### src/rtl/instruction_fetch_unit_pkg.sv
// Shared RV32 pipeline definitions used by the fetch stage, its IF/ID
// register and the decode stage.
//   XLEN          : datapath width
//   NOP_INSTR     : bubble encoding (addi x0,x0,0)
//   fetch_state_e : fetch FSM states
//   if_id_t       : IF/ID pipeline bundle
package rv32_pipeline_pkg;

  localparam int unsigned XLEN = 32;

  localparam logic [XLEN-1:0] NOP_INSTR = 32'h0000_0013;

  typedef enum logic [1:0] {
    RUN   = 2'd0,
    HELD  = 2'd1,
    DRAIN = 2'd2
  } fetch_state_e;

  typedef struct packed {
    logic [XLEN-1:0] pc;
    logic [XLEN-1:0] pc_plus4;
    logic [XLEN-1:0] instr;
    logic            valid;
  } if_id_t;

endpackage

### src/rtl/instruction_fetch_unit_if.sv
// Fetch-stage bundle: redirect/stall controls, instruction memory handshake
// and the IF/ID outputs.
//   master : the fetch unit (drives IMEM_ADDR/IMEM_READ and IF/ID outputs)
//   slave  : environment (branch unit, hazard unit, memory, decode stage)
interface instruction_fetch_unit_if;
  import rv32_pipeline_pkg::*;

  logic            BRANCH_SELECT;
  logic [XLEN-1:0] TARGET_ADDRESS;
  logic            STALL;
  logic            IMEM_BUSY;
  logic [XLEN-1:0] IMEM_INSTR;
  logic [XLEN-1:0] IMEM_ADDR;
  logic            IMEM_READ;
  logic [XLEN-1:0] PC_ID;
  logic [XLEN-1:0] PC_PLUS4_ID;
  logic [XLEN-1:0] INSTR_ID;
  logic            VALID_ID;

  modport master (
    input  BRANCH_SELECT, TARGET_ADDRESS, STALL, IMEM_BUSY, IMEM_INSTR,
    output IMEM_ADDR, IMEM_READ, PC_ID, PC_PLUS4_ID, INSTR_ID, VALID_ID
  );

  modport slave (
    output BRANCH_SELECT, TARGET_ADDRESS, STALL, IMEM_BUSY, IMEM_INSTR,
    input  IMEM_ADDR, IMEM_READ, PC_ID, PC_PLUS4_ID, INSTR_ID, VALID_ID
  );

endinterface

### src/rtl/instruction_fetch_unit_if_id_register.sv
// IF/ID pipeline register with load, hold and flush.
//   clk, rst : clock, synchronous active-high reset
//   load     : capture d
//   flush    : turn the entry into a bubble (valid=0, instr=NOP); wins over load
//   d, q     : IF/ID bundle in/out
// With neither load nor flush the register holds.
module if_id_register #(
  parameter logic [31:0] NOP_INSTR = rv32_pipeline_pkg::NOP_INSTR
) (
  input  logic                      clk,
  input  logic                      rst,
  input  logic                      load,
  input  logic                      flush,
  input  rv32_pipeline_pkg::if_id_t d,
  output rv32_pipeline_pkg::if_id_t q
);
  import rv32_pipeline_pkg::*;

  if_id_t q_q;
  if_id_t q_d;

  always_comb begin
    q_d = q_q;
    if (flush) begin
      q_d.valid = 1'b0;
      q_d.instr = NOP_INSTR;
    end else if (load) begin
      q_d = d;
    end
  end

  always_ff @(posedge clk) begin
    if (rst) begin
      q_q <= '{pc: '0, pc_plus4: '0, instr: NOP_INSTR, valid: 1'b0};
    end else begin
      q_q <= q_d;
    end
  end

  assign q = q_q;

endmodule

### src/rtl/instruction_fetch_unit.sv
// RV32IM instruction-fetch stage: PC, instruction memory requests, IF/ID load,
// branch redirect with wrong-path flush, stall hold buffer, busy-memory drain.
//   CLK, RESET : clock, synchronous active-high reset
//   ifu        : fetch bundle (controls in, memory handshake, IF/ID outputs)
module instruction_fetch_unit #(
  parameter logic [31:0] RESET_PC  = 32'h0000_0000,
  parameter logic [31:0] NOP_INSTR = rv32_pipeline_pkg::NOP_INSTR
) (
  input  logic                      CLK,
  input  logic                      RESET,
  instruction_fetch_unit_if.master  ifu
);
  import rv32_pipeline_pkg::*;

  fetch_state_e    state_q, state_d;
  logic [XLEN-1:0] pc_q, pc_d;
  logic [XLEN-1:0] redirect_pc_q, redirect_pc_d;
  if_id_t          hold_q, hold_d;   // hold_q.valid marks the buffer occupied

  logic            imem_read;
  logic            complete;
  logic [XLEN-1:0] pc_plus4;
  logic [XLEN-1:0] target;
  logic            ifid_load;
  logic            ifid_flush;
  if_id_t          ifid_in;
  if_id_t          ifid_out;

  assign imem_read = ~RESET & (state_q != HELD);
  assign complete  = imem_read & ~ifu.IMEM_BUSY;
  assign pc_plus4  = pc_q + 32'd4;
  assign target    = ifu.TARGET_ADDRESS & ~32'h3;

  always_comb begin
    state_d       = state_q;
    pc_d          = pc_q;
    redirect_pc_d = redirect_pc_q;
    hold_d        = hold_q;
    ifid_load     = 1'b0;
    ifid_flush    = 1'b0;
    ifid_in       = '{pc: pc_q, pc_plus4: pc_plus4, instr: ifu.IMEM_INSTR, valid: 1'b1};

    if (ifu.BRANCH_SELECT) begin
      ifid_flush   = 1'b1;
      hold_d.valid = 1'b0;
      case (state_q)
        RUN: begin
          if (complete) begin
            pc_d = target;
          end else begin
            // PC stays on the outstanding address until memory finishes
            redirect_pc_d = target;
            state_d       = DRAIN;
          end
        end
        HELD: begin
          pc_d    = target;
          state_d = RUN;
        end
        DRAIN:   redirect_pc_d = target;
        default: state_d = RUN;
      endcase
    end else begin
      case (state_q)
        RUN: begin
          if (complete) begin
            pc_d = pc_plus4;
            if (ifu.STALL) begin
              hold_d  = '{pc: pc_q, pc_plus4: pc_plus4, instr: ifu.IMEM_INSTR, valid: 1'b1};
              state_d = HELD;
            end else begin
              ifid_load = 1'b1;
            end
          end else begin
            ifid_flush = ~ifu.STALL;
          end
        end
        HELD: begin
          if (!ifu.STALL) begin
            ifid_in      = hold_q;
            ifid_load    = 1'b1;
            hold_d.valid = 1'b0;
            state_d      = RUN;
          end
        end
        DRAIN: begin
          ifid_flush = ~ifu.STALL;
          if (complete) begin
            pc_d    = redirect_pc_q;
            state_d = RUN;
          end
        end
        default: state_d = RUN;
      endcase
    end
  end

  always_ff @(posedge CLK) begin
    if (RESET) begin
      state_q       <= RUN;
      pc_q          <= RESET_PC;
      redirect_pc_q <= '0;
      hold_q        <= '0;
    end else begin
      state_q       <= state_d;
      pc_q          <= pc_d;
      redirect_pc_q <= redirect_pc_d;
      hold_q        <= hold_d;
    end
  end

  if_id_register #(
    .NOP_INSTR (NOP_INSTR)
  ) u_if_id (
    .clk   (CLK),
    .rst   (RESET),
    .load  (ifid_load),
    .flush (ifid_flush),
    .d     (ifid_in),
    .q     (ifid_out)
  );

  assign ifu.IMEM_ADDR   = pc_q;
  assign ifu.IMEM_READ   = imem_read;
  assign ifu.PC_ID       = ifid_out.pc;
  assign ifu.PC_PLUS4_ID = ifid_out.pc_plus4;
  assign ifu.INSTR_ID    = ifid_out.instr;
  assign ifu.VALID_ID    = ifid_out.valid;

endmodule

### src/flat_wrapper.sv
// flat-port wrapper written by rule: the top's interface ports become plain ports
module instruction_fetch_unit_flat import rv32_pipeline_pkg::*;
#(
  parameter logic [31:0] RESET_PC  = 32'h0000_0000,
  parameter logic [31:0] NOP_INSTR = rv32_pipeline_pkg::NOP_INSTR
)
  (CLK, RESET, ifu_BRANCH_SELECT, ifu_TARGET_ADDRESS, ifu_STALL, ifu_IMEM_BUSY, ifu_IMEM_INSTR, ifu_IMEM_ADDR, ifu_IMEM_READ, ifu_PC_ID, ifu_PC_PLUS4_ID, ifu_INSTR_ID, ifu_VALID_ID);
  instruction_fetch_unit_if ifu_i ();
  input  logic CLK;
  input  logic RESET;
  input wire logic [$bits(ifu_i.BRANCH_SELECT)-1:0] ifu_BRANCH_SELECT;
  input wire logic [$bits(ifu_i.TARGET_ADDRESS)-1:0] ifu_TARGET_ADDRESS;
  input wire logic [$bits(ifu_i.STALL)-1:0] ifu_STALL;
  input wire logic [$bits(ifu_i.IMEM_BUSY)-1:0] ifu_IMEM_BUSY;
  input wire logic [$bits(ifu_i.IMEM_INSTR)-1:0] ifu_IMEM_INSTR;
  output wire logic [$bits(ifu_i.IMEM_ADDR)-1:0] ifu_IMEM_ADDR;
  output wire logic [$bits(ifu_i.IMEM_READ)-1:0] ifu_IMEM_READ;
  output wire logic [$bits(ifu_i.PC_ID)-1:0] ifu_PC_ID;
  output wire logic [$bits(ifu_i.PC_PLUS4_ID)-1:0] ifu_PC_PLUS4_ID;
  output wire logic [$bits(ifu_i.INSTR_ID)-1:0] ifu_INSTR_ID;
  output wire logic [$bits(ifu_i.VALID_ID)-1:0] ifu_VALID_ID;
  assign ifu_i.BRANCH_SELECT = ifu_BRANCH_SELECT;
  assign ifu_i.TARGET_ADDRESS = ifu_TARGET_ADDRESS;
  assign ifu_i.STALL = ifu_STALL;
  assign ifu_i.IMEM_BUSY = ifu_IMEM_BUSY;
  assign ifu_i.IMEM_INSTR = ifu_IMEM_INSTR;
  assign ifu_IMEM_ADDR = ifu_i.IMEM_ADDR;
  assign ifu_IMEM_READ = ifu_i.IMEM_READ;
  assign ifu_PC_ID = ifu_i.PC_ID;
  assign ifu_PC_PLUS4_ID = ifu_i.PC_PLUS4_ID;
  assign ifu_INSTR_ID = ifu_i.INSTR_ID;
  assign ifu_VALID_ID = ifu_i.VALID_ID;
  instruction_fetch_unit #(.RESET_PC(RESET_PC), .NOP_INSTR(NOP_INSTR)) u_core (.CLK(CLK), .RESET(RESET), .ifu(ifu_i));
endmodule
### config.mk
export PLATFORM = sky130hd
export DESIGN_NAME = instruction_fetch_unit_flat
export DESIGN_NICKNAME = d
export VERILOG_FILES = /design/src/rtl/instruction_fetch_unit_pkg.sv /design/src/rtl/instruction_fetch_unit_if.sv /design/src/rtl/instruction_fetch_unit_if_id_register.sv /design/src/rtl/instruction_fetch_unit.sv /design/src/flat_wrapper.sv
export SDC_FILE = /design/constraint.sdc
export NUM_CORES = 1
export LEC_CHECK = 0
export ABC_AREA = 1
export BUFFER_PORTS_ARGS = -buffer_cell sky130_fd_sc_hd__clkbuf_2
export CAP_MARGIN = 20
export CORE_MARGIN = 2
export CORE_UTILIZATION = 44
export CTS_CLUSTER_DIAMETER = 200
export DETAILED_ROUTE_END_ITERATION = 8
export SYNTH_ARGS = -nofsm -noshare
export SYNTH_HDL_FRONTEND = slang
export SYNTH_HIERARCHICAL = 1
export SYNTH_SLANG_ARGS = --single-unit
### constraint.sdc
create_clock -name CLK -period 4.3 [get_ports CLK]
set_input_delay 0.215 -clock CLK [delete_from_list [all_inputs] [get_ports CLK]]
set_output_delay 0.215 -clock CLK [all_outputs]
set_load 0.02 [all_outputs]
==> metrics.md, run 1 <==
| Metric | Value |
|---|---|
| Detail Route Antenna Nets | 0 |
| Later-pin clock latency in the skew report | 0.56 ns |
| Worst-Margin Slew | 1.049 ns |
| Period utilisation layout | 68.55% |
| Largest net degree at the start of global routing | 68 |
| Most frequent cell after synthesis | nand2_1 |
| Layout area overhead | 17.33% |
| Min cycle time layout | 2.947 ns |
| WL met1 | 19240 µm |
| CTS tree | done |
| Met3 WL | 2465 µm |
| Nets | 2100 |
| Power density cells | 381.8 nW/µm² |
| Syn. warnings | 6 |
| I/O Buffers | 194 |
| Highest routed layer | met4 |
| Vias per cell | 5.042 |
| CTS sink cnt | 256 |
| Sum of negative setup slack | 0 ns |
| Final Hold Fails | 0 |
| Post-synth top cells | nand2_1, nor2_1, dfxtp_1 |
| Clk buf depth | 3 |
| CP Depth | 10 |
| Top cell family by delay on the critical path | simple AND/OR/NAND/NOR gates |
| Gate Count Post-Synth | 1884 |
| Yosys top cell area share | 39.81% |
| Ys flop type | dfxtp_1 |
| #FFs+latches synth | 256 |
| Setup Skew | 0.01122 ns |
| Leakage | 6.481 nW |
| Crit-path slowest cell | inv_2 |
| IO Pins | 199 |
| Fraction of registers with async set or reset after synthesis | 0% |
| Crit path arrival time | 3.43 ns |
| Cell Chain, Critical Path | nor2_4 -> nor2_4 -> nand2_2 -> inv_2 -> nand2_2 -> nor2_4 -> nand2_2 -> inv_2 -> o21ai_0 -> a21oi_1 |
| Status | finished clean |
| Mapped Area | 12870 µm² |
| Core area | 28780 µm² |
| CP peak stage delay | 0.60 ns |
| Max-slew violations | 0 |
| Post-synth top area cell | dfxtp_1 |
| Total grt overflow | 0 |
| Final setup violation count | 0 |
| Vias in the first global route | 10960 |
| Setup crit end kind | flip-flop |
| Initial antenna violation count | 0 |
| Worst slew margin | 29.98% |
| H-tree level count | 1 |
| RSZ-0062 raised after global routing | false |
| DR WL/cell | 15.35 µm |
| Die width | 175.1 µm |
| DP HPWL | 24810 µm |
| Fmax | 0.3393 GHz |
| Routed vias | 12290 |
| Routability-driven placement congestion ratio | 0.8890 |
| Crit Path Class | flip-flop to flip-flop |
| Final core occ | 52.49% |
| WP data required | 4.78 ns |
| Maximum vdd drop | 0.3055 mV |
| DIE AREA | 30650 µm² |
| DRT Wirelength | 37420 µm |
| N_diodes | 0 |
| Hold depth | 5 |
| CP Launch Type | flip-flop |
| Hold Crit Class | input pin to flip-flop |
| Syn_area_per_cell | 6.834 µm² |
| Post-CTS Setup Inserts | 0 |
| Pwr Total | 5.768 mW |
| Seq/Total Area, Yosys | 39.81% |
| Max-Cap Viols | 0 |
| Post-synth cell types | 39 |
| Top area cells in the synthesized netlist | dfxtp_1, nand2_1, nor2_1, o21ai_0, inv_1 |
| Clk root buf | clkbuf_16 |
| Bufs and invs on worst path | 2 |
| First DRT Iteration DRCs | 931 |
| Post-synth EDFFs | 0 |
| R2R cell count | 10 |
| Die Ht | 175.1 µm |
| First drt pass iteration count | 6 |
| # DRC | 0 |
| CTS clk-pin slew, worst paths | 0.06 ns |
| Met2 wire length | 15330 µm |
| Site Rows | 62 |
| Initial core utilization | 44.74% |
| Crit Path Max Fanout | 33 |
| All-layer global routing usage | 23.87% |
| Layout cells sized above 1 | 16.42% |
| TritonCTS buffer count | 29 |
| First-pass GRT wire length | 59800 µm |
[area by class of cell]
cell class / count / area (µm²)
clock buffers: 44 / 862.1
clock inverters: 10 / 82.58
fillers: 2880 / 13670
inverters: 217 / 817.0
multi-input cells: 1284 / 6310
flip-flops and latches: 256 / 5125
well taps: 384 / 480.5
repair buffers: 242 / 1429
[state kept, by name (all words and copies together), names as in the netlist]
| signal | count |
|---|---|
| u_core/hold_q | 97 |
| u_core/ifu.IMEM_ADDR | 30 |
| u_core/u_if_id/q | 97 |
| u_core/redirect_pc_q | 30 |
| u_core/state_q | 2 |
[per-layer routing]
metal | track usage, % | vias to the layer above
li1 | - | 6316
met1 | 37.87 | 5548
met5 | 0 | -
met4 | 3.854 | 0
met2 | 34.60 | 397
met3 | 3.046 | 26
[power breakdown]
group / switching (mW) / total [mW] / internal, mW
logic: 0.509 / 0.758 / 0.249
registers: 0.0859 / 2.56 / 2.47
clock network: 1.01 / 2.45 / 1.44
total: 1.61 / 5.77 / 4.16
[repair_timing]
action | CTS | global route
hold endpoints to repair | 45 | 0
hold buffers | 32 | 0
gates resized for setup | 0 | 0
[path summary, 6_finish.rpt]
path                      startpoint                 endpoint  slack (ns)
max                u_core/state_q[1]        u_core/hold_q[47]        1.35
min               ifu_IMEM_INSTR[24]     u_core/u_if_id/q[25]        0.02
max reg2reg        u_core/state_q[1]        u_core/hold_q[47]        1.35
min reg2reg  u_core/redirect_pc_q[2]  u_core/redirect_pc_q[2]        0.45
[through the flow]
stage | setup slack, ns | instances | hold WS (ns) | area, µm²
4_1_cts | 1.315 | 2436 | 0.01184 | 15090
6_report | 1.353 | 2437 | 0.02349 | 15110
3_3_place_gp | 1.412 | 2350 | 0.4312 | 13820
3_5_place_dp | 1.343 | 2350 | 0.4367 | 13820
5_1_grt | 0.9718 | 2437 | 0.04232 | 15110
2_1_floorplan | 1.960 | 1885 | 0.3688 | 12880
[cells in the final DEF, fill, tap and decap left out, drive strengths merged, types with 2 or more instances in the layout]
cell / count
and2: 5
dlygate4sd3: 32
a211oi: 65
clkinv: 8
clkbuf: 236
nor2: 289
inv: 218
a21oi: 124
mux2i: 38
o21ai: 208
nand3: 94
nor3: 6
dfxtp: 256
conb: 2
nand2: 422
o211ai: 12
buf: 18
xor2: 11
[logic make-up after synthesis]
| kind of cell | synth area share (%) |
|---|---|
| AO/OA/AOI/OAI | 19.39 |
| flip-flops | 39.81 |
| buffers and inverters | 11.30 |
| AND/OR/NAND/NOR | 25.61 |
| other | 0.02913 |
| adder cells (fa/ha/maj) | 0.09717 |
| XOR/XNOR | 0.8163 |
| multiplexers | 2.954 |
[tightest hold or removal path, delay by kind of cell]
family                 cells  cell delay [ns]
AOI/OAI and AO/OA          2             0.11
buffers and inverters      1             0.09
and+or+nand+nor            2             0.11
Power figures use the tool's default switching activity.
==> run 2, diff against run 1 <==
--- a/config.mk
+++ b/config.mk
@@ -12,6 +12,7 @@
 export CORE_UTILIZATION = 44
 export CTS_CLUSTER_DIAMETER = 200
 export DETAILED_ROUTE_END_ITERATION = 8
+export PLACE_DENSITY = 0.67
 export SYNTH_ARGS = -nofsm -noshare
 export SYNTH_HDL_FRONTEND = slang
 export SYNTH_HIERARCHICAL = 1
==> constraint.sdc (replaced) <==
create_clock -name CLK -period 2.6 [get_ports CLK]
set_input_delay 0.13 -clock CLK [delete_from_list [all_inputs] [get_ports CLK]]
set_output_delay 0.13 -clock CLK [all_outputs]
set_load 0.02 [all_outputs]
==> run 2 against run 1 <==
Against the previous run:
- clock skew shrank 0.0010 ns
- utilization up 2.1 points
- routed wire length up 4.2%
- non-clock buffer count is 56 higher
- highest routed layer unchanged
- combinational power rose by 79%
- sequential share of layout area shrank 1.3 points
==> metrics.md, run 2 (synthesis gave the netlist of run 1 again) <==
| Metric | Value |
|---|---|
| DRT Wirelength | 38980 µm |
| Die width | 175.1 µm |
| Clk buf depth | 3 |
| DP HPWL | 26070 µm |
| Cell Chain, Critical Path | nor2_4 -> nor2_4 -> nand2_2 -> nand2_1 -> inv_1 -> nor4_2 -> buf_4 -> inv_2 -> nor2_4 -> nor2_1 -> nor2_1 |
| Initial core utilization | 44.74% |
| Final setup violation count | 0 |
| Sum of negative setup slack | 0 ns |
| Crit Path Max Fanout | 32 |
| First drt pass iteration count | 5 |
| Most frequent cells in the layout | nand2_1, nor2_1, dfxtp_1 |
| Crit path arrival time | 2.85 ns |
| Most used cell, CP | nor2_4 |
| Routability-driven placement congestion ratio | 0.9087 |
| Detail Route Antenna Nets | 0 |
| Core area | 28780 µm² |
| Min cycle time layout | 2.356 ns |
| Setup crit end kind | flip-flop |
| Vias per cell | 5.155 |
| Power density cells | 617.6 nW/µm² |
| Fillers | 2838 |
| Worst-Margin Slew | 0.8148 ns |
| N_diodes | 0 |
| CTS sink cnt | 256 |
| Site Rows | 62 |
| Die Ht | 175.1 µm |
| Multi-input logic area | 6321 µm² |
| First-pass GRT wire length | 61800 µm |
| Setup WS post-layout | 0.2439 ns |
| Setup Skew | 0.01022 ns |
| Status | finished clean |
| All-layer global routing usage | 24.70% |
| Post-CTS sizing | 0 |
| Register Area | 5125 µm² |
| Maximum vdd drop | 0.4943 mV |
| Pwr Total | 9.698 mW |
| Final Hold Fails | 0 |
| Most common cell after layout, fill and taps aside | nand2_1 |
| DIE AREA | 30650 µm² |
| Initial antenna violation count | 0 |
| Nets | 2157 |
| Worst slew margin | 45.55% |
| Leakage | 6.755 nW |
| Clk root buf | clkbuf_16 |
| Post-place setup slack | 0.2649 ns |
| # DRC | 0 |
| WP data required | 3.09 ns |
| First DRT Iteration DRCs | 1064 |
| Crit Path Class | flip-flop to flip-flop |
| Vias in the first global route | 11670 |
| Layout area overhead | 21.96% |
| Final core occ | 54.56% |
| I/O Buffers | 194 |
| Largest net degree at the start of global routing | 98 |
| Max-slew violations | 0 |
| Period utilisation layout | 90.62% |
| CP Launch Type | flip-flop |
| Layout cells sized above 1 | 17.25% |
| H-tree level count | 1 |
| Final std cells w/o fill | 2494 |
| Max-Cap Viols | 0 |
| CTS tree | done |
| IO Pins | 199 |
| Crit-path slowest cell | nor2_4 |
| RSZ-0062 raised after global routing | false |
| Routed vias | 12860 |
| CP peak stage delay | 0.67 ns |
| Cell Count Post-Placement | 2376 |
| Total grt overflow | 0 |
| CTS clk-pin slew, worst paths | 0.06 ns |
| TritonCTS buffer count | 29 |
| Fmax | 0.4244 GHz |
| Later-pin clock latency in the skew report | 0.56 ns |
| DR WL/cell | 15.63 µm |
| Hold Crit Class | input pin to flip-flop |
run 2: cell count changes in the layout (fill, tap and decap cells not counted), moves of 3 or more:
cell | previous run | this run
buf_4 | 17 | 38
clkinvlp_4 | 0 | 3
clkbuf_8 | 8 | 13
buf_12 | 1 | 6
clkinv_2 | 7 | 1
dlygate4sd3_1 | 32 | 62
run 2: worst max-delay path: cells and delay by family (launching register included):
family        cells  cell delay (ns)
flops             1             0.57
simple gates      8             1.40
buf+inv           3             0.33
run 2: area by class of cell:
cell class | instances | area share [%]
inverter | 217 | 5.203
multi-input combinational | 1285 | 40.25
clock buffer | 48 | 5.904
timing repair buffer | 298 | 12.65
clock inverter | 6 | 0.2869
sequential | 256 | 32.64
tap | 384 | 3.060
run 2: worst paths after layout:
kind	to	slack (ns)	startpoint	depth (start not counted)
setup / recovery	u_core/u_if_id/q[65]	0.24	u_core/state_q[1]	11
hold / removal	u_core/state_q[1]	0.04	ifu_IMEM_BUSY	5
setup reg to reg	u_core/u_if_id/q[65]	0.24	u_core/state_q[1]	11
hold reg to reg	u_core/redirect_pc_q[2]	0.44	u_core/redirect_pc_q[2]	2
run 2: timing repair:
action,in CTS,in global routing
setup endpoints to repair,0,9
hold buffers,62,0
hold endpoints to repair,121,0
setup buffers,0,0
run 2: per-layer routing:
layer / routed length, µm / GRT usage, % / vias to the layer above
met4: 814 / 5.833 / 0
met3: 2989 / 3.721 / 59
met5: 0 / 0 / -
li1: - / - / 6445
met2: 16680 / 37.45 / 445
met1: 18490 / 36.74 / 5908
run 2: metrics by stage:
stage	cell area [µm²]	hold slack [ns]
after floorplan	12880	0.2838
after global placement	14080	0.4289
after detailed placement	14080	0.4366
after CTS	15670	0.03851
after global routing	15700	0.1337
final	15700	0.04264
run 2: power breakdown:
part	switching [mW]	internal, mW	total (mW)	leakage (nW)
clock network	1.69	2.42	4.11	0.471
logic	0.886	0.475	1.36	4.20
registers	0.136	4.09	4.23	2.08
